**config.mk**
```make
export PLATFORM = sky130hd
export DESIGN_NAME = multicycle_control_flat
export DESIGN_NICKNAME = d
export VERILOG_FILES = /design/src/rtl/multicycle_control_pkg.sv /design/src/rtl/multicycle_control_if.sv /design/src/rtl/multicycle_control_next_state.sv /design/src/rtl/multicycle_control.sv /design/src/flat_wrapper.sv
export SDC_FILE = /design/constraint.sdc
export NUM_CORES = 1
export LEC_CHECK = 0
export BUFFER_PORTS_ARGS = -buffer_cell sky130_fd_sc_hd__buf_2
export CORE_MARGIN = 2
export CORE_UTILIZATION = 30
export CTS_BUF_LIST = sky130_fd_sc_hd__clkbuf_4
export CTS_CLUSTER_DIAMETER = 100
export CTS_CLUSTER_SIZE = 12
export DETAILED_ROUTE_END_ITERATION = 6
export REMOVE_ABC_BUFFERS = 1
export SYNTH_ARGS = -nofsm -noshare
export SYNTH_HDL_FRONTEND = slang
export SYNTH_SLANG_ARGS = --single-unit
```
**constraint.sdc**
```tcl
create_clock -name clk -period 2.6 [get_ports clk]
set_input_delay 0.39 -clock clk [delete_from_list [all_inputs] [get_ports clk]]
set_output_delay 0.39 -clock clk [all_outputs]
set_load 0.01 [all_outputs]
```
**src/rtl/multicycle_control_pkg.sv**
```systemverilog
// Shared encodings for the multicycle RISC-V control unit: opcodes, FSM states,
// datapath select codes and the bundled control-word type.
package multicycle_control_pkg;

   localparam logic [6:0] OP_RTYPE  = 7'b0110011;
   localparam logic [6:0] OP_ITYPE  = 7'b0010011;
   localparam logic [6:0] OP_I2TYPE = 7'b0000011;  // loads
   localparam logic [6:0] OP_STYPE  = 7'b0100011;
   localparam logic [6:0] OP_BTYPE  = 7'b1100011;
   localparam logic [6:0] OP_JAL    = 7'b1101111;
   localparam logic [6:0] OP_JALR   = 7'b1100111;
   localparam logic [6:0] OP_LUI    = 7'b0110111;
   localparam logic [6:0] OP_AUIPC  = 7'b0010111;

   typedef enum logic [3:0] {
      S_FETCH    = 4'd0,
      S_DECODE   = 4'd1,
      S_MEMADR   = 4'd2,
      S_MEMREAD  = 4'd3,
      S_MEMWB    = 4'd4,
      S_MEMWRITE = 4'd5,
      S_EXECR    = 4'd6,
      S_EXECI    = 4'd7,
      S_ALUWB    = 4'd8,
      S_BRANCH   = 4'd9,
      S_JAL      = 4'd10,
      S_JALR     = 4'd11,
      S_LINKWB   = 4'd12,
      S_LUI      = 4'd13,
      S_TRAP     = 4'd14
   } state_e;

   localparam logic [1:0] SRCA_RS1   = 2'b00;
   localparam logic [1:0] SRCA_PC    = 2'b01;
   localparam logic [1:0] SRCA_OLDPC = 2'b10;
   localparam logic [1:0] SRCA_ZERO  = 2'b11;

   localparam logic [1:0] SRCB_RS2   = 2'b00;
   localparam logic [1:0] SRCB_IMM   = 2'b01;
   localparam logic [1:0] SRCB_FOUR  = 2'b10;

   localparam logic [1:0] ALUOP_ADD    = 2'b00;
   localparam logic [1:0] ALUOP_BRANCH = 2'b01;
   localparam logic [1:0] ALUOP_FUNCT  = 2'b10;

   localparam logic [1:0] RES_ALUOUT = 2'b00;
   localparam logic [1:0] RES_LOAD   = 2'b01;
   localparam logic [1:0] RES_ALU    = 2'b10;

   typedef struct packed {
      logic       mem_req;
      logic       mem_we;
      logic       iord;
      logic       ir_write;
      logic       pc_write;
      logic       reg_write;
      logic [1:0] alu_src_a;
      logic [1:0] alu_src_b;
      logic [1:0] alu_op;
      logic [1:0] result_src;
      logic       instr_done;
      logic       illegal;
   } ctrl_t;

   // States that own a shared-memory request and stall until it completes.
   function automatic logic is_mem_wait(input state_e s);
      return (s == S_FETCH) || (s == S_MEMREAD) || (s == S_MEMWRITE);
   endfunction

endpackage

```
**src/rtl/multicycle_control_if.sv**
```systemverilog
// Control-unit boundary: instruction/flag inputs from the datapath and memory,
// enables and selects back out to them.
interface multicycle_control_if;

   logic [6:0] opcode;
   logic       zero;
   logic       mem_ready;

   logic       mem_req;
   logic       mem_we;
   logic       iord;
   logic       ir_write;
   logic       pc_write;
   logic       reg_write;
   logic [1:0] alu_src_a;
   logic [1:0] alu_src_b;
   logic [1:0] alu_op;
   logic [1:0] result_src;
   logic [3:0] state;
   logic       instr_done;
   logic       illegal;

   modport master (
      input  opcode, zero, mem_ready,
      output mem_req, mem_we, iord, ir_write, pc_write, reg_write,
             alu_src_a, alu_src_b, alu_op, result_src,
             state, instr_done, illegal
   );

   modport slave (
      output opcode, zero, mem_ready,
      input  mem_req, mem_we, iord, ir_write, pc_write, reg_write,
             alu_src_a, alu_src_b, alu_op, result_src,
             state, instr_done, illegal
   );

endinterface

```
**src/rtl/multicycle_control_next_state.sv**
```systemverilog
// Combinational next-state function of the control FSM, plus the branch-taken
// decision that depends on the same state/flag inputs.
module mc_next_state
   import multicycle_control_pkg::*;
(
   input  state_e     state_i,
   input  logic [6:0] opcode_i,
   input  logic       mem_ready_i,
   input  logic       zero_i,
   output state_e     next_o,
   output logic       taken_o
);

   always_comb begin
      next_o  = S_TRAP;
      taken_o = (state_i == S_BRANCH) && zero_i;

      if (is_mem_wait(state_i) && !mem_ready_i) begin
         next_o = state_i;
      end else begin
         case (state_i)
            S_FETCH:  next_o = S_DECODE;
            S_DECODE: begin
               case (opcode_i)
                  OP_I2TYPE,
                  OP_STYPE:  next_o = S_MEMADR;
                  OP_RTYPE:  next_o = S_EXECR;
                  OP_ITYPE:  next_o = S_EXECI;
                  OP_BTYPE:  next_o = S_BRANCH;
                  OP_JAL:    next_o = S_JAL;
                  OP_JALR:   next_o = S_JALR;
                  OP_LUI:    next_o = S_LUI;
                  OP_AUIPC:  next_o = S_ALUWB;
                  default:   next_o = S_TRAP;
               endcase
            end
            S_MEMADR: begin
               if (opcode_i == OP_I2TYPE) begin
                  next_o = S_MEMREAD;
               end else if (opcode_i == OP_STYPE) begin
                  next_o = S_MEMWRITE;
               end else begin
                  next_o = S_TRAP;
               end
            end
            S_MEMREAD:  next_o = S_MEMWB;
            S_MEMWB:    next_o = S_FETCH;
            S_MEMWRITE: next_o = S_FETCH;
            S_EXECR:    next_o = S_ALUWB;
            S_EXECI:    next_o = S_ALUWB;
            S_LUI:      next_o = S_ALUWB;
            S_ALUWB:    next_o = S_FETCH;
            S_BRANCH:   next_o = S_FETCH;
            S_JAL:      next_o = S_LINKWB;
            S_JALR:     next_o = S_LINKWB;
            S_LINKWB:   next_o = S_FETCH;
            S_TRAP:     next_o = S_TRAP;  // sticky until reset
            default:    next_o = S_TRAP;  // unused encoding 15
         endcase
      end
   end

endmodule

```
**src/rtl/multicycle_control.sv**
```systemverilog
// Multicycle RISC-V control FSM: sequences fetch/decode/execute/memory/writeback
// and drives the datapath enables and operand/result selects from the state.
module multicycle_control
   import multicycle_control_pkg::*;
(
   input  logic                       clk,
   input  logic                       rst,
   multicycle_control_if.master       bus
);

   state_e state_q;
   state_e state_d;
   logic   br_taken;
   ctrl_t  ctrl;

   mc_next_state u_next_state (
      .state_i     (state_q),
      .opcode_i    (bus.opcode),
      .mem_ready_i (bus.mem_ready),
      .zero_i      (bus.zero),
      .next_o      (state_d),
      .taken_o     (br_taken)
   );

   always_ff @(posedge clk or posedge rst) begin
      if (rst) begin
         state_q <= S_FETCH;
      end else begin
         state_q <= state_d;
      end
   end

   // Everything is held at zero while reset is asserted so an in-flight memory
   // request is dropped in the same cycle reset arrives.
   always_comb begin
      ctrl = '0;
      if (!rst) begin
         case (state_q)
            S_FETCH: begin
               ctrl.mem_req    = 1'b1;
               ctrl.alu_src_a  = SRCA_PC;
               ctrl.alu_src_b  = SRCB_FOUR;
               ctrl.alu_op     = ALUOP_ADD;
               ctrl.result_src = RES_ALU;
               ctrl.ir_write   = bus.mem_ready;
               ctrl.pc_write   = bus.mem_ready;
            end
            S_DECODE: begin
               ctrl.alu_src_a  = SRCA_OLDPC;
               ctrl.alu_src_b  = SRCB_IMM;
               ctrl.alu_op     = ALUOP_ADD;
            end
            S_MEMADR: begin
               ctrl.alu_src_a  = SRCA_RS1;
               ctrl.alu_src_b  = SRCB_IMM;
               ctrl.alu_op     = ALUOP_ADD;
            end
            S_MEMREAD: begin
               ctrl.mem_req    = 1'b1;
               ctrl.iord       = 1'b1;
            end
            S_MEMWB: begin
               ctrl.reg_write  = 1'b1;
               ctrl.result_src = RES_LOAD;
               ctrl.instr_done = 1'b1;
            end
            S_MEMWRITE: begin
               ctrl.mem_req    = 1'b1;
               ctrl.mem_we     = 1'b1;
               ctrl.iord       = 1'b1;
               ctrl.instr_done = bus.mem_ready;
            end
            S_EXECR: begin
               ctrl.alu_src_a  = SRCA_RS1;
               ctrl.alu_src_b  = SRCB_RS2;
               ctrl.alu_op     = ALUOP_FUNCT;
            end
            S_EXECI: begin
               ctrl.alu_src_a  = SRCA_RS1;
               ctrl.alu_src_b  = SRCB_IMM;
               ctrl.alu_op     = ALUOP_FUNCT;
            end
            S_LUI: begin
               ctrl.alu_src_a  = SRCA_ZERO;
               ctrl.alu_src_b  = SRCB_IMM;
               ctrl.alu_op     = ALUOP_ADD;
            end
            S_ALUWB: begin
               ctrl.reg_write  = 1'b1;
               ctrl.result_src = RES_ALUOUT;
               ctrl.instr_done = 1'b1;
            end
            S_BRANCH: begin
               ctrl.alu_src_a  = SRCA_RS1;
               ctrl.alu_src_b  = SRCB_RS2;
               ctrl.alu_op     = ALUOP_BRANCH;
               ctrl.result_src = RES_ALUOUT;
               ctrl.pc_write   = br_taken;
               ctrl.instr_done = 1'b1;
            end
            S_JAL: begin
               ctrl.result_src = RES_ALUOUT;  // target computed in DECODE
               ctrl.pc_write   = 1'b1;
            end
            S_JALR: begin
               ctrl.alu_src_a  = SRCA_RS1;
               ctrl.alu_src_b  = SRCB_IMM;
               ctrl.alu_op     = ALUOP_ADD;
               ctrl.result_src = RES_ALU;
               ctrl.pc_write   = 1'b1;
            end
            S_LINKWB: begin
               ctrl.alu_src_a  = SRCA_OLDPC;
               ctrl.alu_src_b  = SRCB_FOUR;
               ctrl.alu_op     = ALUOP_ADD;
               ctrl.result_src = RES_ALU;
               ctrl.reg_write  = 1'b1;
               ctrl.instr_done = 1'b1;
            end
            S_TRAP: begin
               ctrl.illegal    = 1'b1;
            end
            default: ;
         endcase
      end
   end

   assign bus.mem_req    = ctrl.mem_req;
   assign bus.mem_we     = ctrl.mem_we;
   assign bus.iord       = ctrl.iord;
   assign bus.ir_write   = ctrl.ir_write;
   assign bus.pc_write   = ctrl.pc_write;
   assign bus.reg_write  = ctrl.reg_write;
   assign bus.alu_src_a  = ctrl.alu_src_a;
   assign bus.alu_src_b  = ctrl.alu_src_b;
   assign bus.alu_op     = ctrl.alu_op;
   assign bus.result_src = ctrl.result_src;
   assign bus.instr_done = ctrl.instr_done;
   assign bus.illegal    = ctrl.illegal;
   assign bus.state      = state_q;

endmodule

```
**src/flat_wrapper.sv**
```systemverilog
// flat-port wrapper written by rule: the top's interface ports become plain ports
module multicycle_control_flat import multicycle_control_pkg::*;
  (clk, rst, bus_opcode, bus_zero, bus_mem_ready, bus_mem_req, bus_mem_we, bus_iord, bus_ir_write, bus_pc_write, bus_reg_write, bus_alu_src_a, bus_alu_src_b, bus_alu_op, bus_result_src, bus_state, bus_instr_done, bus_illegal);
  multicycle_control_if bus_i ();
  input  logic clk;
  input  logic rst;
  input wire logic [$bits(bus_i.opcode)-1:0] bus_opcode;
  input wire logic [$bits(bus_i.zero)-1:0] bus_zero;
  input wire logic [$bits(bus_i.mem_ready)-1:0] bus_mem_ready;
  output wire logic [$bits(bus_i.mem_req)-1:0] bus_mem_req;
  output wire logic [$bits(bus_i.mem_we)-1:0] bus_mem_we;
  output wire logic [$bits(bus_i.iord)-1:0] bus_iord;
  output wire logic [$bits(bus_i.ir_write)-1:0] bus_ir_write;
  output wire logic [$bits(bus_i.pc_write)-1:0] bus_pc_write;
  output wire logic [$bits(bus_i.reg_write)-1:0] bus_reg_write;
  output wire logic [$bits(bus_i.alu_src_a)-1:0] bus_alu_src_a;
  output wire logic [$bits(bus_i.alu_src_b)-1:0] bus_alu_src_b;
  output wire logic [$bits(bus_i.alu_op)-1:0] bus_alu_op;
  output wire logic [$bits(bus_i.result_src)-1:0] bus_result_src;
  output wire logic [$bits(bus_i.state)-1:0] bus_state;
  output wire logic [$bits(bus_i.instr_done)-1:0] bus_instr_done;
  output wire logic [$bits(bus_i.illegal)-1:0] bus_illegal;
  assign bus_i.opcode = bus_opcode;
  assign bus_i.zero = bus_zero;
  assign bus_i.mem_ready = bus_mem_ready;
  assign bus_mem_req = bus_i.mem_req;
  assign bus_mem_we = bus_i.mem_we;
  assign bus_iord = bus_i.iord;
  assign bus_ir_write = bus_i.ir_write;
  assign bus_pc_write = bus_i.pc_write;
  assign bus_reg_write = bus_i.reg_write;
  assign bus_alu_src_a = bus_i.alu_src_a;
  assign bus_alu_src_b = bus_i.alu_src_b;
  assign bus_alu_op = bus_i.alu_op;
  assign bus_result_src = bus_i.result_src;
  assign bus_state = bus_i.state;
  assign bus_instr_done = bus_i.instr_done;
  assign bus_illegal = bus_i.illegal;
  multicycle_control u_core (.clk(clk), .rst(rst), .bus(bus_i));
endmodule
```
## After elaboration in Yosys (flattened, before gate mapping)

Index checks and enable logic that the tools add are counted.

| word-level totals | value |
|---|---|
| flip-flop bits (word level) | 4 |
| RAM bits | 0 |
| memory bits (read-only) | 0 |
| memories | 0 |
| latch bits | 0 |

| cells by class | value |
|---|---|
| reduce and logical (&&, ||, !) cells | 16 |
| bitwise gates (word level) | 0 |
| add/subtract/negate cells | 0 |
| shifts and indexed selects | 0 |
| order comparisons | 0 |
| divide/modulo/power cells | 0 |
| equality and inequality tests | 23 |
| muxes and demuxes | 15 |
| multiply operators | 0 |

Operators by type and width:

| cell | number |
|---|---|
| $pmux W6 S8 | 1 |
| $pmux W4 S8 | 1 |
| $eq A4 B4 Y1 const B | 7 |
| $pmux W4 S7 | 1 |
| $eq A7 B6 Y1 const B | 3 |
| $eq A7 B7 Y1 const B | 3 |
| $eq A4 B3 Y1 const B | 4 |
| $mux W16 | 1 |
| $eq A7 B5 Y1 const B | 2 |
| $reduce_or A3 Y1 | 4 |
| $eq A4 B2 Y1 const B | 2 |
| $mux W4 | 2 |
| $reduce_or A2 Y1 | 4 |
| $eq A7 B2 Y1 const B | 1 |
| $mux W1 | 6 |
| $reduce_or A5 Y1 | 1 |
| $eq A4 B1 Y1 const B | 1 |
| $logic_not A4 Y1 | 1 |
| $pmux W2 S2 | 1 |
| $reduce_or A4 Y1 | 1 |
| $pmux W1 S3 | 1 |
| $logic_and A1 B1 Y1 | 2 |
| $logic_or A1 B1 Y1 | 2 |
| $pmux W1 S2 | 1 |
| $logic_not A1 Y1 | 1 |

## Longest topological paths before layout

| depth | value |
|---|---|
| word-level depth | 4 |
| mapped depth | 6 |
| depth with buffers taken out | 4 |

## By module

A second synthesis with hierarchy kept.

| second synthesis, totals | value |
|---|---|
| cells, all modules | 102 |
| area, all modules | 795.8 sq um |

Modules (own cells, without submodules):

| module | cells an instance | area an instance (sq um) | instances | sequential area each (sq um) |
|---|---|---|---|---|
| multicycle_control | 51 | 449.2 | 1 | 100.1 |
| mc_next_state | 51 | 346.6 | 1 | 0.0 |

## Least setup slack after synthesis

No wires, ideal clock.

| path | value |
|---|---|
| kind | reg-to-output |
| from | register u_core.state_q[3], in the netlist u_core.bus.state[3] |
| to | output port bus_alu_src_b[1] |
| data arrival time | 1.432 ns |
| required time | 2.210 ns |
| stages on the path, launching flop included | 6 |
| slack | 0.778 ns |
| cells stage by stage | dfrtp_1 -> buf_2 -> buf_1 -> nand2_1 -> nor2b_1 -> nor3_1 |

| on the way | value |
|---|---|
| word-level cells in the longest chain between the ends | 4 |

Ends and longest elaborated chain:

| element | line | RTL |
|---|---|---|
| start, declared | multicycle_control.sv:11 | `state_e state_q;` |
| start signal, assigned | multicycle_control.sv:29 | `state_q <= state_d;` |
| $eq A4 B2 Y1 or $eq A4 B4 Y1 (tied branches) | multicycle_control.sv:38 | `case (state_q)` |
| $reduce_or A2 Y1 (no source line) | -- |  |
| $pmux W6 S8 * | multicycle_control.sv:38 |  |
| $mux W16 * | multicycle_control.sv:37 | `if (!rst) begin` |
| end, declared | flat_wrapper.sv:17 | `output wire logic [$bits(bus_i.alu_src_b)-1:0] bus_alu_src_b;` |

Mark *: on every way between the ends. The rest lies on a longest branch, timed or not.

## Worst setup path in the final report

| path | value |
|---|---|
| from | register u_core.state_q[1], in the netlist u_core.bus.state[1] |
| to | output port bus_pc_write |

| on the way | value |
|---|---|
| word-level cells in the longest chain between the ends | 4 |

Ends and longest elaborated chain:

| element | line | RTL |
|---|---|---|
| $eq A4 B4 Y1, on equally long branches | multicycle_control.sv:38, multicycle_control_next_state.sv:16 |  |
| $reduce_or A2 Y1 (no source line) or $logic_and A1 B1 Y1 (tied branches) | -- |  |
| $pmux W1 S3 * | multicycle_control.sv:38 |  |
| $mux W16 * | multicycle_control.sv:37 |  |
| end, declared | flat_wrapper.sv:14 | `output wire logic [$bits(bus_i.pc_write)-1:0] bus_pc_write;` |

Marks and branches as above.

==> results by group <==
Timing
  • Setup TNS Final: 0 ns
  • Final setup viols: 0
  • Max-slew headroom: a little over half
  • Final hold slack: between 0.1 and 0.15 ns
  • Worst-Margin Slew: around 0.7 ns
  • Fin. max-slew vios: 0
  • Min Tclk post-route: approximately 2.1 ns
  • Unrepaired setup endpoints after global routing: no
  • Final Hold Vio Count: 0
  • Final period util: around 83%
  • Fin Clk Skew: between 0.001 and 0.0015 ns
  • Achievable Freq: between 400 and 500 MHz

Run status
  • Status: finished clean

Layout
  • Nets: between 100 and 150
  • Register Area: around 100 µm²
  • Area of the multi-input gates: around 540 µm²
  • Most frequent cells in the layout: 30 x buf_2, 9 x a21oi_1, 9 x nor2_1, 8 x nand2_1, 8 x nor3_1
  • Fin area: between 800 and 900 µm²
  • Max reg flops: 4
  • Leading cell type in the layout, fill and taps excluded: buf_2
  • Fillers: 262
  • ANT cells: 0
  • Synth-to-layout area growth: 20.8%
  • Fraction of layout cells with a size suffix above 1: between 30% and 40%

Clock network
  • Clock transition at path regs: 0.04 ns
  • Post CTS Setup Buffer Count: 0
  • Clock Path Buffers: 2
  • Post_cts resized: 0
  • CTS tree: done
  • H-tree depth: 1
  • Hold Buf Count CTS: 0
  • Inserted Clock Buffers: 3
  • Root Buffer: clkbuf_4
  • Clk sinks: 4
  • Worst skew pair latency: 0.23 ns

Placement
  • IO buf count: 30
  • Placement Cell Area: 848 µm²
  • GPL Wtd Cong: approximately 0.8
  • HPWL after DPL: 1.44 mm

Critical path
  • R2R setup slack: ~0.66 ns
  • Worst r2r src: u_core.bus.state[0]
  • Crit-path cells: nor3_1 -> and4_1 -> or2_1 -> buf_2
  • Data required time at the worst endpoint: 2.21 ns
  • Max incr delay on CP: approximately 0.75 ns
  • WS Path Type: flop to output pin
  • Startpoint Class: flop
  • Origin of the worst setup path: u_core.bus.state[1]
  • R2R cell count: 4
  • FF-to-FF End: u_core.bus.state[0]
  • Crit path arrival time: 1.76 ns
  • Crit Path Max Fanout: 21
  • CP max-delay cell: dfrtp_1
  • Critical Path Sink Type: output pin

Routing
  • DRT Pass-1 Iters: 4
  • DRC Markers: 0
  • Via density per instance: around 5.4
  • WL/cell: approximately 12 µm
  • Final WL: ~1.9 mm
  • Via Count: 830
  • Initial DRC Count: 11
  • Post-route ant nets: 0

Logic synthesis
  • Most used DFF post-synth: dfrtp_1
  • Gate Count Post-Synth: around 110
  • Syn avg cell area: ~6.9 µm²
  • Post-synthesis async set-or-reset flop share: between 90% and 100%
  • Cell Area, Synth: 721 µm²
  • EDFF count, synth: 0
  • Sequential area share after synthesis: between 10% and 20%
  • FF+latch count, synth: 4
  • Synth cell types: 44
  • Yosys warnings: 0

Global routing
  • Largest net degree at the start of global routing: 23
  • First-pass GRT wire length: between 3 and 4 mm
  • Vias in the first global route: 700
  • Initial antenna violation count: 0
  • Global route overflow: 0
  • All-layer global routing usage: around 14%

Floorplan
  • Initial Util: roughly a third
  • Placeable Area: 0.00223 mm²
  • # IOs: 31
  • Chip Height: ~53 µm
  • Die W: around 53 µm
  • Placement Rows: 17
  • Die area: approximately 0.0028 mm²

Power and ir drop
  • PwrDens: slightly below 900 mW/mm²
  • VDD IR max: 0.347 mV
  • Lkg Pwr: just over 0.4 nW

Min path
  • Worst Hold Class: primary input to asynchronous set/reset pin

Flow run
  • Max-cap viol count: 0
==> Yosys cell counts, drive strengths merged (2+ instances only) <==
cell type	number	area share [%]
a21oi	9	6.2
buf	9	7.5
nor2	9	4.7
nand2	8	4.2
nor3	8	5.6
inv	5	2.6
and3	4	3.5
dfrtp	4	14
or2	4	3.5
a211oi	3	3.8
clkbuf	3	1.6
nand3b	3	3.1
nor4	3	2.6
o21ai	3	2.1
nand2b	2	1.7
nand4b	2	2.4
nor2b	2	1.7
o31ai	2	2.1
o32a	2	2.8
or4b	2	3.3
xor2	2	2.4
==> per-stage QoR <==
stage	instances	total power, W	setup WS, ns	utilization (%)
after floorplan	93	0.000525	0.825	-
after global placement	152	0.000688	0.658	38.0
after detailed placement	152	0.000703	0.672	38.0
after CTS	155	0.000785	0.417	39.0
after global routing	155	0.000848	0.213	39.0
final	155	0.000779	0.453	39.0
==> cell families (layout without fill, tap and decap cells) <==
family                    Yosys count  in the layout  synth area share (%)
xor gates and xnor gates            3              3                  3.65
buffers and inverters              17             39                  11.6
and+or+nand+nor                    54             54                  43.8
AOI/OAI and AO/OA                  27             27                  27.1
DFF                                 4              4                  13.9
==> area by class of cell <==
type / count / area share [%]
multi-input combinational: 84 / 61.6
timing repair buffer: 31 / 18.1
sequential: 4 / 11.5
tap: 28 / 4.02
clock buffer: 3 / 2.59
inverter: 5 / 2.16
==> worst max-delay path, delay by kind of cell (launching register included) <==
family	cells	cell delay, ns
and+or+nand+nor	3	0.64
buffers and inverters	1	0.13
DFF	1	0.75
==> power by group <==
group / switching [W] / leakage [nW] / internal, W
Combinational: 0.000267 / 0.338 / 0.000237
Sequential: 0.000115 / 0.0521 / 0.0000846
Clock: 0.0000249 / 0.0138 / 0.0000516
Total: 0.000407 / 0.404 / 0.000373
==> worst max-delay path by stage <==
stage,endpoint,slack (ns)
after floorplan,u_core.bus.state[0],0.82
after global placement,bus_alu_src_b[0],0.66
after detailed placement,bus_alu_src_b[0],0.67
after CTS,bus_alu_src_b[0],0.42
after global routing,bus_alu_src_b[0],0.21
final,bus_pc_write,0.45
==> layer usage <==
layer  vias up  track usage, %  part of all wire, %
met3         0               0                  3.9
li1        430               -                    -
met5         -               0                    0
met4         0            6.41                    0
met2        19            23.8                   47
met1       381            19.7                   49
No activity file was read; power rests on OpenSTA's default activity.
